## config.mk

```make
export PLATFORM = sky130hd
export DESIGN_NAME = ex_mem_stage
export DESIGN_NICKNAME = d
export VERILOG_FILES = /design/src/rtl/ex_mem_stage.sv
export SDC_FILE = /design/constraint.sdc
export NUM_CORES = 1
export LEC_CHECK = 0
export BUFFER_PORTS_ARGS = -buffer_cell sky130_fd_sc_hd__buf_2
export CAP_MARGIN = 20
export CELL_PAD_IN_SITES_DETAIL_PLACEMENT = 2
export CELL_PAD_IN_SITES_GLOBAL_PLACEMENT = 2
export CORE_AREA = 2 2 139 141
export CTS_CLUSTER_DIAMETER = 60
export CTS_CLUSTER_SIZE = 14
export DETAILED_ROUTE_END_ITERATION = 10
export DIE_AREA = 0 0 141 143
export GPL_TIMING_DRIVEN = 0
export PLACE_DENSITY_LB_ADDON = 0.1
export SYNTH_ARGS = -nofsm -noshare
export SYNTH_HDL_FRONTEND = slang
export SYNTH_SLANG_ARGS = --single-unit
```

## constraint.sdc

```tcl
create_clock -name clk -period 3.1 [get_ports clk]
set_input_delay 0.62 -clock clk [delete_from_list [all_inputs] [get_ports clk]]
set_output_delay 0.62 -clock clk [all_outputs]
set_load 0.01 [all_outputs]
```

## src/rtl/ex_mem_stage.sv

```systemverilog
// EX/MEM pipeline register behind the 64-bit ALU: MEM-side payload, architectural
// NZCV register, and same-cycle flag bypass feeding B.cond evaluation in EX.
module ex_mem_stage #(
  parameter int DATA_WIDTH     = 64,
  parameter int REG_ADDR_WIDTH = 5
) (
  input  logic                      clk,
  input  logic                      reset,
  input  logic                      stall,
  input  logic                      flush,
  input  logic                      ex_valid,
  input  logic [DATA_WIDTH-1:0]     ex_result,
  input  logic                      ex_negative,
  input  logic                      ex_zero,
  input  logic                      ex_overflow,
  input  logic                      ex_carry_out,
  input  logic                      ex_set_flags,
  input  logic [REG_ADDR_WIDTH-1:0] ex_rd,
  input  logic                      ex_reg_write,
  input  logic                      ex_mem_read,
  input  logic                      ex_mem_write,
  input  logic [DATA_WIDTH-1:0]     ex_store_data,
  input  logic [3:0]                ex_cond,
  output logic                      mem_valid,
  output logic [DATA_WIDTH-1:0]     mem_result,
  output logic [REG_ADDR_WIDTH-1:0] mem_rd,
  output logic                      mem_reg_write,
  output logic                      mem_mem_read,
  output logic                      mem_mem_write,
  output logic [DATA_WIDTH-1:0]     mem_store_data,
  output logic [3:0]                flags_nzcv,
  output logic                      cond_true
);

  logic [3:0] alu_nzcv;
  logic [3:0] bflags;
  logic       n, z, c, v;

  assign alu_nzcv = {ex_negative, ex_zero, ex_carry_out, ex_overflow};

  always_ff @(posedge clk or negedge reset) begin
    if (!reset) begin
      mem_valid      <= 1'b0;
      mem_result     <= '0;
      mem_rd         <= '0;
      mem_reg_write  <= 1'b0;
      mem_mem_read   <= 1'b0;
      mem_mem_write  <= 1'b0;
      mem_store_data <= '0;
      flags_nzcv     <= '0;
    end else if (flush) begin
      // Bubble only: payload and flags keep their values.
      mem_valid     <= 1'b0;
      mem_reg_write <= 1'b0;
      mem_mem_read  <= 1'b0;
      mem_mem_write <= 1'b0;
    end else if (!stall) begin
      mem_valid      <= ex_valid;
      mem_result     <= ex_result;
      mem_rd         <= ex_rd;
      mem_reg_write  <= ex_reg_write & ex_valid;
      mem_mem_read   <= ex_mem_read  & ex_valid;
      mem_mem_write  <= ex_mem_write & ex_valid;
      mem_store_data <= ex_store_data;
      if (ex_valid && ex_set_flags)
        flags_nzcv <= alu_nzcv;
    end
  end

  // Bypass deliberately ignores stall so a stalled B.cond sees its own flags.
  assign bflags = (ex_valid && ex_set_flags && !flush) ? alu_nzcv : flags_nzcv;
  assign {n, z, c, v} = bflags;

  always_comb begin
    cond_true = 1'b0;
    unique case (ex_cond)
      4'b0000: cond_true = z;
      4'b0001: cond_true = !z;
      4'b0010: cond_true = c;
      4'b0011: cond_true = !c;
      4'b0100: cond_true = n;
      4'b0101: cond_true = !n;
      4'b0110: cond_true = v;
      4'b0111: cond_true = !v;
      4'b1000: cond_true = c && !z;
      4'b1001: cond_true = !(c && !z);
      4'b1010: cond_true = (n == v);
      4'b1011: cond_true = (n != v);
      4'b1100: cond_true = !z && (n == v);
      4'b1101: cond_true = !(!z && (n == v));
      default: cond_true = 1'b1;
    endcase
  end

endmodule

```

==> results.toml, run 1 <==
[drt]
drtAntennaViolNets = 0
drc = 0
drt_wl_total_microns = 17060
dr.pass1.iters = 4
vias_per_cell = 4.585
post_drt_wl_per_cell_microns = 19.04
num_vias = 4108
dr.first_iter.drc_count = 74

[place]
hpwl_microns = 13120
dp_slack_ns = 0.3588
placedCellCount = 862
io_buffers = 289
placed_area_sq_um = 7253
routabilityCongestion = 0.7617

[worst_setup_path]
rr_worst_depth = 1
crit_end = "cond_true"
r2r_slack_ns = 2.27
cp-start-kind = "register"
worstReg2RegStart = "flags_nzcv[2]"
startpoint = "flags_nzcv[0]"
criticalPathCategory = "register to output pin"
worstPathArrival_ns = 2.11
required_ns = 2.48
critPathCaptureType = "output pin"
crit_fanout = 4
r2r_end = "flags_nzcv[2]"

[clocking]
clk_pin_slew_ns = 0.06
post_cts_buffers = 0
root_buffer = "clkbuf_16"
cts.sinks = 141
clock_path_buffers = 2
numCtsBuffers = 17
cts.repair.resized = 0
hold_buffers = 0
clk-insertion-delay-late_ns = 0.41
cts_tree = "done"
htreeDepth = 4

[logic_synthesis]
yosys_most_used_dff = "dfrtp_1"
synth-edff-count = 0
ys_seq_elements = 141
yosys-top-cells-area = "dfrtp_1 (64%), mux2_2 (28%), buf_2 (1.3%)"
netlist_top_cells_count = "dfrtp_1 (141), mux2_2 (138), buf_2 (14), nor2_1 (7)"
synth.distinct_cells = 30
synth_top_area_share_pct = 64.38
synth_area_leader_cell = "dfrtp_1"
ys_seq_area_share_pct = 64.38
synth_most_common_cell = "dfrtp_1"
synth_warnings = 0
netlist_area_sq_um = 5480
syn_nets = 488
postSynthCellCount = 338
syn_area_per_cell_sq_um = 16.21
async_flop_share_pct = 100.0

[timing]
setup_ws_ns = 0.3651
slew_headroom_pct = 51.20
fmax_mhz = 365.6
post-route-min-period_ns = 2.735
worst_pin_slew_ns = 0.7320
finClkSkew_ns = 0
period_share_pct = 88.22
hold_viol_final = 0
rsz0062_at_grt = "false"
setup_viol = 0
drv_slew = 0

[die]
fp.dieW_microns = 141
dieArea_sq_um = 20160
rows = 50
die_y_microns = 143
num_io_pins = 292
start_util_pct = 29.49
core_area_sq_um = 18580

[finish]
drive_above_1_share_pct = 72.23
nFillCells = 1900
area_growth_pct = 44.57
finalInstanceArea_sq_um = 7923
stdcell_count = 896
nets = 797

[global_route]
track_usage_pct = 17.51
gr-total-overflow = 0
grt_max_degree = 76
grt_pass1_vias = 4780
antenna_found_initial = 7
grt_pass1_wl_microns = 26660

[pwr]
p_leak_nw = 3.871
irDropWorstVdd_mv = 0.3774
powerDensity_nw_per_um2 = 702.4

[min_path]
hold_path_class = "input port to asynchronous set/reset pin"

[outcome]
status = "complete, no violations"

[job]
max_cap_violations = 0
-- worst min-delay path by stage --
stage / from / depth (start not counted) / endpoint / slack [ns]
finish: reset / 1 / mem_result[1] / 0.21
global route: reset / 1 / mem_result[1] / 0.25
CTS: reset / 1 / mem_result[1] / 0.24
detailed placement: mem_store_data[58] / 1 / mem_store_data[58] / 0.49
global placement: mem_result[40] / 1 / mem_result[40] / 0.48
floorplan: reset / 0 / flags_nzcv[0] / 0.32
-- registers in the layout (all words and copies together), names as in the netlist --
register,count
mem_result,64
mem_store_data,64
mem_rd,5
flags_nzcv,4
mem_mem_read,1
mem_mem_write,1
mem_reg_write,1
mem_valid,1
-- metrics by stage --
step / hold WS [ns] / total power, W / util [%] / TNS, ns
after CTS: 0.2414 / 0.005661 / 42.60 / 0
after global routing: 0.2475 / 0.005850 / 42.64 / 0
final: 0.2054 / 0.005565 / 42.64 / 0
after global placement: 0.4837 / 0.003241 / 38.86 / -87.50
after floorplan: 0.3244 / 0.002753 / - / 0
after detailed placement: 0.4905 / 0.003306 / 39.04 / 0
-- critical path, stage by stage (launching register included) --
cell     delay, ns
dfrtp_1       0.43
mux4_2        0.50
or4b_1        0.47
nand4_1       0.09
a31oi_1       0.05
buf_2         0.16
-- power by group --
group	leakage (nW)	internal, W	total (W)	switching (W)
clock	0.320	0.00153	0.00232	0.000789
sequential	1.66	0.00211	0.00226	0.000147
combinational	1.89	0.000508	0.000991	0.000482
total	3.87	0.00415	0.00556	0.00142
-- cell families after synthesis --
| family | share of synthesized area [%] |
|---|---|
| flip-flops | 64.38 |
| AO/OA/AOI/OAI | 1.415 |
| multiplexers | 29.13 |
| AND/OR/NAND/NOR | 3.128 |
| XOR/XNOR | 0.3197 |
| buffers and inverters | 1.621 |
-- routing by layer --
layer,up-vias,GRT usage [%],wire length (microns)
li1,1835,-,-
met1,2071,18.14,5983
met2,165,31.53,9219
met3,33,6.573,1332
met4,4,8.053,494
met5,-,0,30
-- placed cells by master (no fill, tap or decap), types with 3 or more instances in the layout --
master	n
nor2_1	7
nand2_1	3
mux2_2	138
dfrtp_1	141
diode_2	3
bufinv_16	6
buf_2	302
clkbuf_1	4
nor2b_1	3
clkbuf_16	17
a22oi_1	3
-- area by class of cell --
cell class,count,area [sq um],share of cell area (%)
diodes,3,7.507,0.09476
plain buffers,17,88.84,1.121
clock buffers,20,446.7,5.638
clock inverters,11,215.2,2.716
multi-input cells,180,1863,23.52
flip-flops and latches,141,3528,44.54
well taps,234,292.8,3.696
repair buffers,290,1480,18.68
No activity file was read; power rests on OpenSTA's default activity.
==> inputs of run 2 (changes only) <==
--- a/config.mk
+++ b/config.mk
@@ -16,6 +16,7 @@
 export DIE_AREA = 0 0 141 143
 export GPL_TIMING_DRIVEN = 0
 export PLACE_DENSITY_LB_ADDON = 0.1
+export RECOVER_POWER = 100
 export SYNTH_ARGS = -nofsm -noshare
 export SYNTH_HDL_FRONTEND = slang
 export SYNTH_SLANG_ARGS = --single-unit
==> run 2 against run 1 <==
Effect of this change: the run now ends with max-capacitance violations, max-slew violations left; sequential power barely moved; power down 1.2%; sequential share of layout area up 1.2 points; first-iteration DRC count fell by 5.4%; cell count is the same; critical path depth is 2 higher; utilization decreased by 1.1 points; combinational power fell by 8.0%; worst setup slack worse by 0.076 ns; die area unchanged; critical path type is now input port to output pin; critical endpoint unchanged.
==> results.toml, run 2 (synthesis results as in run 1) <==
[global_route]
grt_pass1_vias = 4780
track_usage_pct = 17.51
antenna_found_initial = 7
grt_max_degree = 76
gr-total-overflow = 0
grt_pass1_wl_microns = 26660

[finish]
nFillCells = 1987
layout_common_cells = "clkbuf_1 (161), buf_2 (145), dfrtp_1 (141), mux2_2 (136), clkbuf_16 (17)"
seq_area_sq_um = 3528
largestRegisters = "mem_result x64, mem_store_data x64, mem_rd x5"
finalInstanceArea_sq_um = 7720
area_growth_pct = 40.87
drive_above_1_share_pct = 48.10
fin_util_pct = 41.55
layout.cells.most_common = "clkbuf_1"
nets = 797
multiInputGateArea_sq_um = 1863

[place]
placed_area_sq_um = 7253
dp_slack_ns = 0.3588
hpwl_microns = 13120
io_buffers = 289
routabilityCongestion = 0.7617

[drt]
drc = 0
drt_wl_total_microns = 17020
vias_per_cell = 4.538
dr.pass1.iters = 4
dr.first_iter.drc_count = 70
num_vias = 4066
drtAntennaViolNets = 0
post_drt_wl_per_cell_microns = 18.99

[worst_setup_path]
required_ns = 2.48
startpoint = "flush"
critPathCaptureType = "output pin"
worstReg2RegStart = "flags_nzcv[2]"
criticalPathCategory = "input port to output pin"
crit_fanout = 8
worstPathArrival_ns = 2.19
cp-start-kind = "input port"
r2r_slack_ns = 2.26

[outcome]
status = "finished, violations left"
violations = "max-capacitance violations, max-slew violations"

[die]
die_y_microns = 143
fp.dieW_microns = 141
rows = 50
dieArea_sq_um = 20160
core_area_sq_um = 18580
num_io_pins = 292
start_util_pct = 29.49

[clocking]
cts.sinks = 141
cts.repair.resized = 0
numCtsBuffers = 17
htreeDepth = 4
clock_path_buffers = 2
root_buffer = "clkbuf_16"
cts_tree = "done"
hold_buffers = 0
post_cts_buffers = 0
clk_pin_slew_ns = 0.06
clk-insertion-delay-late_ns = 0.41

[timing]
fmax_mhz = 355.8
period_share_pct = 90.66
drv_slew = 75
slew_headroom_pct = -30.86
setup_viol = 0
setup_ws_ns = 0.2895
post-route-min-period_ns = 2.810
rsz0062_at_grt = "false"
worst_pin_slew_ns = 1.963
hold_viol_final = 0
finClkSkew_ns = 0

[pwr]
p_leak_nw = 3.412
irDropWorstVdd_mv = 0.3729
powerDensity_nw_per_um2 = 712.3

[min_path]
hold_path_class = "input port to register"
holdCritStartpoint = "ex_result[55]"

[job]
max_cap_violations = 1
[run 2: changes by cell type in the layout (fill, tap and decap cells not counted)]
cell,change
buf_2,-157
buf_6,-1
clkbuf_1,+157
clkbuf_2,+1
mux2_1,+2
mux2_2,-2
[run 2: area by class of cell]
cell class | instances | share of cell area (%)
Sequential cell | 141 | 45.70
Buffer | 17 | 0.9238
Multi-Input combinational cell | 180 | 24.13
Antenna cell | 3 | 0.09724
Timing Repair Buffer | 290 | 16.77
Clock buffer | 20 | 5.786
Tap cell | 234 | 3.793
Clock inverter | 11 | 2.788
[run 2: per-stage QoR]
step	std cells	hold WS (ns)	total power, W	TNS (ns)
floorplan	338	0.3244	0.002753	0
global placement	861	0.4837	0.003241	-87.50
detailed placement	862	0.4905	0.003306	0
CTS	893	0.2414	0.005661	0
global route	896	0.4078	0.005775	0
finish	896	0.4274	0.005499	0
[run 2: worst max-delay path, cell delays in order]
cell      delay [ns]
clkbuf_1        0.23
nand3b_4        0.25
mux4_2          0.32
or4b_1          0.47
nand4_1         0.09
a31oi_1         0.05
buf_2           0.16
[run 2: where the power goes]
part / total, W / switching [W] / leakage [nW] / internal [W]
clock: 0.00232 / 0.000795 / 0.320 / 0.00153
sequential: 0.00227 / 0.000153 / 1.66 / 0.00211
combinational: 0.000912 / 0.000483 / 1.43 / 0.000429
total: 0.00550 / 0.00143 / 3.41 / 0.00407
[run 2: final timing paths]
check	depth (start not counted)	to
worst max register to register	1	flags_nzcv[2]
max in group asynchronous	1	mem_store_data[51]
worst min register to register	1	mem_store_data[58]
worst min-delay path	2	mem_result[55]
worst max-delay path	7	cond_true
min in group asynchronous	1	mem_result[1]
[run 2: routing by layer]
| metal | global-route usage, % | wire [microns] |
|---|---|---|
| met1 | 18.14 | 5989 |
| met2 | 31.53 | 9201 |
| met3 | 6.573 | 1288 |
| met4 | 8.053 | 506 |
| met5 | 0 | 30 |
==> inputs of run 3 (changes only) <==
--- a/config.mk
+++ b/config.mk
@@ -15,7 +15,7 @@
 export DETAILED_ROUTE_END_ITERATION = 10
 export DIE_AREA = 0 0 141 143
 export GPL_TIMING_DRIVEN = 0
-export PLACE_DENSITY_LB_ADDON = 0.1
+export PLACE_DENSITY = 0.92
 export RECOVER_POWER = 100
 export SYNTH_ARGS = -nofsm -noshare
 export SYNTH_HDL_FRONTEND = slang
==> run 3 against run 2 <==
Effect of this change: the flow still finishes with violations (max-capacitance violations, max-slew violations); sequential power barely moved; fmax barely moved; final area fell by 0.83%; critical path type unchanged; worst hold slack improved by 0.011 ns; highest routed layer is now met4; register-to-register slack barely moved; non-clock buffer count did not move; clock power fell by 9.1%.
==> results.toml, run 3 (synthesis results as in run 1) <==
[place]
io_buffers = 289
hpwl_microns = 13830
routabilityCongestion = 0.7962

[worst_setup_path]
crit_chain = "clkbuf_1 > nand3b_4 > a211oi_2 > mux2i_1 > or3_1 > a31oi_1 > buf_2"
r2r_end = "mem_store_data[32]"
cp-start-kind = "input port"
startpoint = "ex_valid"
crit_family = "simple AND/OR/NAND/NOR gates"
worstPathArrival_ns = 2.19
critPathCaptureType = "output pin"
worstReg2RegStart = "mem_store_data[32]"
crit_slowest_cell = "or3_1"
required_ns = 2.48
crit_fanout = 8
r2r_slack_ns = 2.25
cp.depth = 7
criticalPathCategory = "input port to output pin"
cp_num_buf_inv = 2
rr_worst_depth = 1
critPathMaxStageDelay_ns = 0.33
crit_end = "cond_true"

[timing]
hold_viol_final = 0
setup_viol = 0
post-route-min-period_ns = 2.808
drv_slew = 69
finClkSkew_ns = 0
rsz0062_at_grt = "false"
tns_ns = 0
period_share_pct = 90.59
slew_headroom_pct = -20.18
fmax_mhz = 356.1
worst_pin_slew_ns = 1.803

[pwr]
p_sw_w = 0.001469
sequentialPowerShare_pct = 42.9
powerDensity_nw_per_um2 = 693.0
swShare_pct = 27.69
power.internal_w = 0.003836
irDropWorstVdd_mv = 0.3428
p_comb_share_pct = 17.4
p_leak_nw = 3.384
clockPowerShare_pct = 39.8

[global_route]
grt_max_degree = 74
track_usage_pct = 17.63
grt_pass1_wl_microns = 26850
grt_pass1_vias = 4813
gr-total-overflow = 0
antenna_found_initial = 0

[clocking]
clk_pin_slew_ns = 0.06
cts.repair.resized = 0
clock_path_buffers = 2
htreeDepth = 4
hold_buffers = 0
numCtsBuffers = 17
root_buffer = "clkbuf_16"
post_cts_buffers = 0
clk-insertion-delay-late_ns = 0.41
cts.sinks = 141
cts_tree = "done"

[outcome]
status = "finished, violations left"
violations = "max-capacitance violations, max-slew violations"

[drt]
post_drt_wl_per_cell_microns = 19.72
drc = 0
num_vias = 4134
drt_wl_total_microns = 17630
dr.pass1.iters = 4
dr.first_iter.drc_count = 61
vias_per_cell = 4.624
drtAntennaViolNets = 0

[die]
num_io_pins = 292
dieArea_sq_um = 20160
start_util_pct = 29.49
core_area_sq_um = 18580
fp.dieW_microns = 141
die_y_microns = 143
rows = 50

[finish]
fin_util_pct = 41.21
area_growth_pct = 39.70
nFillCells = 1990
layout.cells.most_common = "clkbuf_1"
nets = 797
layout_common_cells = "clkbuf_1 (160), buf_2 (146), dfrtp_1 (141), mux2_2 (132), clkbuf_16 (17)"
largestRegisters = "mem_result x64, mem_store_data x64, mem_rd x5"
n_antenna_cell = 0
drive_above_1_share_pct = 47.73

[min_path]
hold_path_class = "input port to register"

[job]
max_cap_violations = 1
run 3: cell count changes in the layout (fill, tap and decap cells not counted):
cell	delta
clkinv_4	-2
buf_2	+1
inv_6	+4
diode_2	-3
mux2_1	+4
clkbuf_1	-1
mux2_2	-4
bufinv_16	-3
clkinvlp_4	+2
run 3: worst min-delay path by stage:
stage                            from            endpoint  slack (ns)  cells after the start
global route        ex_store_data[36]  mem_store_data[36]        0.42                      2
CTS                             reset      mem_result[53]        0.23                      1
finish              ex_store_data[26]  mem_store_data[26]        0.44                      2
global placement       mem_result[37]      mem_result[37]        0.49                      1
floorplan                       reset       flags_nzcv[0]        0.32                      0
detailed placement  mem_store_data[8]   mem_store_data[8]        0.49                      1
run 3: through the flow:
| stage | power (W) | hold slack [ns] | area [sq um] | std cells | setup slack [ns] |
|---|---|---|---|---|---|
| 4_1_cts | 0.005470 | 0.2304 | 7858 | 894 | 0.3501 |
| 3_3_place_gp | 0.003231 | 0.4854 | 7219 | 861 | -0.3865 |
| 6_report | 0.005306 | 0.4387 | 7656 | 894 | 0.2917 |
| 3_5_place_dp | 0.003321 | 0.4907 | 7253 | 862 | 0.3135 |
| 5_1_grt | 0.005569 | 0.4207 | 7656 | 894 | 0.1961 |
| 2_1_floorplan | 0.002753 | 0.3244 | 5480 | 338 | 0.6626 |
run 3: power by group through the flow:
stage / registers, W / clock network [W] / logic, W
2_1_floorplan: 0.00241 / 0 / 0.000343
3_3_place_gp: 0.00227 / 0 / 0.000959
3_5_place_dp: 0.00230 / 0 / 0.00102
4_1_cts: 0.00227 / 0.00217 / 0.00102
5_1_grt: 0.00231 / 0.00225 / 0.00100
6_report: 0.00227 / 0.00211 / 0.000922
run 3: layer usage:
metal,global-route usage (%),up-vias,share of wire (%)
met5,0,-,0
met4,7.368,0,2.2
met3,5.734,26,7.3
met2,32.84,208,54
met1,18.22,2073,37
li1,-,1827,-
run 3: cell type report:
type,instances,area [sq um],area share [%]
well taps,234,292.8,3.824
repair buffers,290,1296,16.93
clock inverters,12,157.7,2.059
flip-flops and latches,141,3528,46.09
multi-input cells,180,1863,24.33
clock buffers,20,446.7,5.834
plain buffers,17,71.32,0.9315
